**config.mk**
```make
export PLATFORM = sky130hd
export DESIGN_NAME = gf180mcu_fd_sc_mcu9t5v0__dlyline
export DESIGN_NICKNAME = d
export VERILOG_FILES = /design/src/rtl/gf180mcu_fd_sc_mcu9t5v0__dlyline_pkg.sv /design/src/rtl/gf180mcu_fd_sc_mcu9t5v0__dlyline_stage.sv /design/src/rtl/gf180mcu_fd_sc_mcu9t5v0__dlyline.sv
export SDC_FILE = /design/constraint.sdc
export NUM_CORES = 1
export LEC_CHECK = 0
export ABC_AREA = 1
export CAP_MARGIN = 30
export CELL_PAD_IN_SITES_DETAIL_PLACEMENT = 1
export CELL_PAD_IN_SITES_GLOBAL_PLACEMENT = 2
export CORE_MARGIN = 1
export CORE_UTILIZATION = 36
export CTS_BUF_LIST = sky130_fd_sc_hd__clkbuf_4
export DETAILED_ROUTE_END_ITERATION = 8
export GPL_TIMING_DRIVEN = 1
export PLACE_DENSITY_LB_ADDON = 0.1
export SYNTH_ARGS = -nofsm -noshare
export SYNTH_HDL_FRONTEND = slang
export SYNTH_SLANG_ARGS = --single-unit
export TNS_END_PERCENT = 100
```
**constraint.sdc**
```tcl
create_clock -name CLK -period 1.88 [get_ports CLK]
set_input_delay 0.282 -clock CLK [delete_from_list [all_inputs] [get_ports CLK]]
set_output_delay 0.282 -clock CLK [all_outputs]
set_load 0.01 [all_outputs]
```
**src/rtl/gf180mcu_fd_sc_mcu9t5v0__dlyline_pkg.sv**
```systemverilog
// Shared types and helpers for the clocked delay line.
// Optional feature macro: GF180MCU_FD_SC_MCU9T5V0__DLYLINE_PARITY_EN
package gf180mcu_fd_sc_mcu9t5v0__dlyline_pkg;

    typedef enum logic {
        RUN    = 1'b0,
        SETTLE = 1'b1
    } dly_state_t;

    // Requested delays beyond the physical stage count map onto the last stage.
    function automatic int clamp_sel(input int sel, input int depth);
        return (sel > depth) ? depth : sel;
    endfunction

endpackage

```
**src/rtl/gf180mcu_fd_sc_mcu9t5v0__dlyline_stage.sv**
```systemverilog
// One register stage of the delay line: {valid, [parity,] data}.
// Optional feature macro: GF180MCU_FD_SC_MCU9T5V0__DLYLINE_PARITY_EN adds a stored parity bit.
module gf180mcu_fd_sc_mcu9t5v0__dlyline_stage #(
    parameter int WIDTH = 8
) (
    input  logic             clk_i,
    input  logic             rn_i,
    input  logic             en_i,
    input  logic             valid_i,
    input  logic [WIDTH-1:0] data_i,
`ifdef GF180MCU_FD_SC_MCU9T5V0__DLYLINE_PARITY_EN
    input  logic             parity_i,
    output logic             parity_o,
`endif
    output logic             valid_o,
    output logic [WIDTH-1:0] data_o
);

    logic             valid_q;
    logic [WIDTH-1:0] data_q;

    // Capture the upstream sample whenever the line advances; otherwise hold.
    always_ff @(posedge clk_i or negedge rn_i) begin
        if (!rn_i) begin
            valid_q <= 1'b0;
            data_q  <= '0;
        end else if (en_i) begin
            valid_q <= valid_i;
            data_q  <= data_i;
        end
    end

    assign valid_o = valid_q;
    assign data_o  = data_q;

`ifdef GF180MCU_FD_SC_MCU9T5V0__DLYLINE_PARITY_EN
    logic parity_q;

    // Parity travels alongside its data word so corruption can be detected at the tap.
    always_ff @(posedge clk_i or negedge rn_i) begin
        if (!rn_i) begin
            parity_q <= 1'b0;
        end else if (en_i) begin
            parity_q <= parity_i;
        end
    end

    assign parity_o = parity_q;
`endif

endmodule

```
**src/rtl/gf180mcu_fd_sc_mcu9t5v0__dlyline.sv**
```systemverilog
// Run-time selectable WIDTH-bit delay line (0..DEPTH cycles) with valid tracking and
// output blanking while a newly selected delay fills up.
// Optional feature macro: GF180MCU_FD_SC_MCU9T5V0__DLYLINE_PARITY_EN adds the PERR output.
module gf180mcu_fd_sc_mcu9t5v0__dlyline
    import gf180mcu_fd_sc_mcu9t5v0__dlyline_pkg::*;
#(
    parameter int WIDTH = 8,
    parameter int DEPTH = 8,
    parameter int SELW  = $clog2(DEPTH + 1)
) (
    input  logic             CLK,
    input  logic             RN,
    input  logic             EN,
    input  logic [WIDTH-1:0] I,
    input  logic             IV,
    input  logic [SELW-1:0]  SEL,
`ifdef GF180MCU_FD_SC_MCU9T5V0__DLYLINE_PARITY_EN
    output logic             PERR,
`endif
    output logic [WIDTH-1:0] Z,
    output logic             ZV,
    output logic             BUSY
);

    logic [WIDTH-1:0] stageData  [DEPTH];
    logic             stageValid [DEPTH];
`ifdef GF180MCU_FD_SC_MCU9T5V0__DLYLINE_PARITY_EN
    logic             stagePar   [DEPTH];
`endif

    logic [SELW-1:0] selClamp;
    logic [SELW-1:0] sel_q, sel_d;
    logic [SELW-1:0] cnt_q, cnt_d;
    dly_state_t      state_q, state_d;

    assign selClamp = SELW'(clamp_sel(int'(SEL), DEPTH));

    for (genvar k = 0; k < DEPTH; k++) begin : g_stage
        logic [WIDTH-1:0] dIn;
        logic             vIn;
        if (k == 0) begin : g_head
            assign dIn = I;
            assign vIn = IV;
        end else begin : g_tail
            assign dIn = stageData[k-1];
            assign vIn = stageValid[k-1];
        end
`ifdef GF180MCU_FD_SC_MCU9T5V0__DLYLINE_PARITY_EN
        logic pIn;
        if (k == 0) begin : g_phead
            assign pIn = ^I;
        end else begin : g_ptail
            assign pIn = stagePar[k-1];
        end
`endif
        gf180mcu_fd_sc_mcu9t5v0__dlyline_stage #(
            .WIDTH (WIDTH)
        ) u_stage (
            .clk_i    (CLK),
            .rn_i     (RN),
            .en_i     (EN),
            .valid_i  (vIn),
            .data_i   (dIn),
`ifdef GF180MCU_FD_SC_MCU9T5V0__DLYLINE_PARITY_EN
            .parity_i (pIn),
            .parity_o (stagePar[k]),
`endif
            .valid_o  (stageValid[k]),
            .data_o   (stageData[k])
        );
    end

    // Next-state: a new non-zero delay starts a settle window that lasts as many EN
    // cycles as the delay, so only samples taken after the change become valid.
    always_comb begin
        state_d = state_q;
        cnt_d   = cnt_q;
        sel_d   = sel_q;
        if (EN) begin
            sel_d = selClamp;
            if (selClamp != sel_q) begin
                if (selClamp == '0) begin
                    state_d = RUN;
                    cnt_d   = '0;
                end else begin
                    state_d = SETTLE;
                    cnt_d   = selClamp - SELW'(1);
                end
            end else if (state_q == SETTLE) begin
                if (cnt_q == '0) begin
                    state_d = RUN;
                end else begin
                    cnt_d = cnt_q - SELW'(1);
                end
            end
        end
    end

    // Control registers; EN low holds them because the next-state logic keeps them.
    always_ff @(posedge CLK or negedge RN) begin
        if (!RN) begin
            state_q <= RUN;
            cnt_q   <= '0;
            sel_q   <= '0;
        end else begin
            state_q <= state_d;
            cnt_q   <= cnt_d;
            sel_q   <= sel_d;
        end
    end

    assign BUSY = (state_q == SETTLE);

    // Output tap: delay 0 is a combinational bypass, delay N taps stage N-1.
    always_comb begin
        Z  = I;
        ZV = IV;
`ifdef GF180MCU_FD_SC_MCU9T5V0__DLYLINE_PARITY_EN
        PERR = 1'b0;
`endif
        for (int k = 0; k < DEPTH; k++) begin
            if (sel_q == SELW'(k + 1)) begin
                Z  = stageData[k];
                ZV = stageValid[k] & (state_q == RUN);
`ifdef GF180MCU_FD_SC_MCU9T5V0__DLYLINE_PARITY_EN
                PERR = stageValid[k] & (state_q == RUN) & ((^stageData[k]) != stagePar[k]);
`endif
            end
        end
    end

endmodule
```
==> impl_results.md <==
* Placed Cells at 734
* IO Pins at 26
* # diodes at 0
* Yosys top cell area share at about half
* CP max FO at 8
* Syn-to-layout area delta at 25.31%
* Violated checks: setup timing
* Area leader, netlist: dfrtp_1
* Reg2Reg Setup Slack at roughly 0.15 ns
* Die X-Extent at 109.1 microns
* Status: finished, violations left
* Initial antenna violation count at 0
* CP Data Arrival Time at 2.20 ns
* WS Path Type: flip-flop to output pin
* Worst-Margin Slew at approximately 0.45 ns
* Nets at 634
* GRT Util Overall at about a fifth
* CTS tree: done
* Setup crit end kind: output pin
* Max cap viols at 0
* WL final at roughly 10 mm
* Fmax at 402.8 MHz
* Cell Rows at 38
* Syn_nets at 570
* Vias post-DR at between 3,000 and 4,000
* Largest net degree at the start of global routing at 46
* Routability cong. at about 0.73
* Cells after Synth at 553
* CTS buffer count at 9
* Tcrit/Tclk final at 132.1%
* Core area at ~0.011 sq mm
* Worst VDD drop at 0.3825 mV
* RSZ-0062 raised after global routing: true
* WP data required at between 1.5 and 2 ns
* Clock Tree Root: clkbuf_4
* Hold Vio Cnt, Final at 0
* Pwr per Cell Area at between 800 and 900 mW/mm^2
* HP Class: primary input to async pin
* Leakage power at approximately 2.6 nW
* Worst r2r dst: cnt_q[0]
* Max Slew Vio Count at 0
* Sink Count at 81
* Slew HR at 70.10%
* Commonest non-fill, non-tap cell in the layout: nand2_1
* Placed cell areas at 0.004797 sq mm
* Syn Area/Cell at 7.464 sq um
* Final Cell Area at ~0.0052 sq mm
* Avg Vias per Cell at 4.761
* Yosys warns at 0
* Synth top area cells: dfrtp_1 49%, nand2_1 19%, o21ai_0 7.8%
* Clock-pin slew on the worst setup and hold paths at about 0.13 ns
* 1st-iter DRT viols at about 120
* Pre-antenna DRT Iters at 4
* First-pass GRT wire length at between 15 and 20 mm
* Non-Filler Instances at between 700 and 800
* Die area at approximately 0.012 sq mm
* CTS Buffer Depth at 2
* Vias in the first global route at just under 4,000
* Reg2reg start: sel_q[0]
* Crit path cell chain: inv_2 > nor2_4 > buf_12 > nand2_8 > o211ai_1 > nand2_1 > nand3_1 > nand3_1 > nand2_1 > a21oi_2 > nor2_1 > buf_2
* Worst r2r path cells at 10
* Post-synthesis register bit count at 81
* Post-route ant nets at 0
* GRT overflow at 0
* Final Worst Setup Slack at -0.6028 ns
* Port-buffer cells at 25
* FF/Latch Area at ~0.002 sq mm
* Wire per inst at between 10 and 15 microns
* Commonest non-fill, non-tap cells in the layout: 200 x nand2_1, 80 x dfrtp_1, 63 x o21ai_0
* Startpoint types: flip-flop
* Multi-input gate area at 0.001884 sq mm
* Setup Skew at roughly 0.017 ns
* Initial Util at between 30% and 40%
* Placement Setup Slack at -0.4966 ns
* Die H at approximately 110 microns
* Post-synthesis sequential area ratio at about 49%
* H-tree levels at 3
* Placed wire-length estimate at between 7 and 8 mm
* # DRC at 0
* Final setup violation count at 9
* Crit-path max cell delay at 0.46 ns
* Slowest CP cell: dfrtp_1
* Synthesized area at between 0.004 and 0.005 sq mm
* Clk Latency, worst-skew pair at 0.43 ns
* Layout cells sized above 1 at roughly a fifth
* Min Tclk post-route at 2.483 ns
* Fill cells at about 1,400
* Yosys cell types at 30
==> metal layers <==
layer,GRT usage (%),vias up,wire length [microns]
met2,32.57,32,4968
met1,26.59,1706,5128
met3,2.510,14,220
li1,-,1871,-
met4,6.950,0,160
met5,0,-,0
==> repair_timing <==
action,4_1_cts,5_1_grt
resized for setup,58,22
cloned,1,0
setup endpoints to repair,9,13
hold buffers,1,0
pin swaps,12,23
hold endpoints to repair,81,0
setup buffers,7,3
==> stage by stage <==
| stage | TNS (ns) | util, % | power, mW | hold slack, ns |
|---|---|---|---|---|
| 5_1_grt | -6.527 | 47.10 | 4.412 | 0.2035 |
| 3_5_place_dp | -4.212 | 43.68 | 3.107 | 0.1308 |
| 2_1_floorplan | 0 | - | 2.670 | -0.01359 |
| 6_report | -4.997 | 47.10 | 4.139 | 0.2109 |
| 3_3_place_gp | -3.817 | 43.68 | 3.061 | 0.1305 |
| 4_1_cts | -5.120 | 45.96 | 4.154 | 0.1921 |
==> area by class of cell <==
| class | instances | share of cell area, % |
|---|---|---|
| Clock buffer | 10 | 1.451 |
| Clock inverter | 5 | 0.9192 |
| Inverter | 67 | 5.031 |
| Multi-Input combinational cell | 382 | 36.43 |
| Sequential cell | 81 | 39.21 |
| Tap cell | 140 | 3.387 |
| Timing Repair Buffer | 76 | 13.57 |
==> worst max path at each step <==
stage / endpoint / slack (ns) / cells past startpoint / startpoint
2_1_floorplan: Z[1] / 0.1 / 10 / sel_q[2]
3_3_place_gp: ZV / -0.46 / 14 / IV
3_5_place_dp: Z[4] / -0.50 / 11 / sel_q[1]
4_1_cts: Z[6] / -0.59 / 15 / sel_q[0]
5_1_grt: ZV / -0.75 / 15 / sel_q[0]
6_report: Z[4] / -0.60 / 12 / sel_q[0]
==> registers in the layout, summed over array words and instances, names as in the netlist <==
| register | cells |
|---|---|
| g_stage.u_stage.data_o | 64 |
| g_stage.u_stage.valid_o | 8 |
| cnt_q | 4 |
| sel_q | 4 |
| BUSY | 1 |
==> critical path, delay by kind of cell (launching register included) <==
| kind | cells | cell delay, ns |
|---|---|---|
| AO/OA/AOI/OAI | 2 | 0.27 |
| buffers and inverters | 3 | 0.36 |
| flip-flops | 1 | 0.46 |
| AND/OR/NAND/NOR | 7 | 0.68 |
==> cells in the mapped netlist <==
cell type and number:
a21oi_1 14, a21oi_2 1, a31oi_1 3, buf_2 2, buf_4 3, buf_6 1, clkbuf_1 18, clkinv_1 2
dfrtp_1 81, ha_1 1, inv_1 58, inv_2 7, nand2_1 210, nand2_2 2, nand2_4 2, nand3_1 35
nand4_1 1, nor2_1 13, nor2_2 1, nor2_4 5, nor3_1 1, nor3_4 1, nor4_1 1, o211ai_1 4
o21ai_0 64, o21ai_1 14, o22ai_1 2, o31ai_1 1, xnor2_1 2, xor2_1 3
==> power by group <==
part           switching, mW  internal [mW]  leakage [nW]  total, mW
clock                  0.616          0.402        0.0711       1.02
combinational          0.578          0.419          1.51      0.997
sequential             0.149           1.98          1.02       2.12
total                   1.34           2.80          2.60       4.14
==> cells by family after synthesis <==
kind of cell | share of synthesized area [%]
AO/OA/AOI/OAI | 13.03
XOR/XNOR | 1.061
adder cells (fa/ha/maj) | 0.3031
buffers and inverters | 8.791
flip-flops | 49.11
AND/OR/NAND/NOR | 27.71
Note: power is estimated with default switching activity, not from simulation.
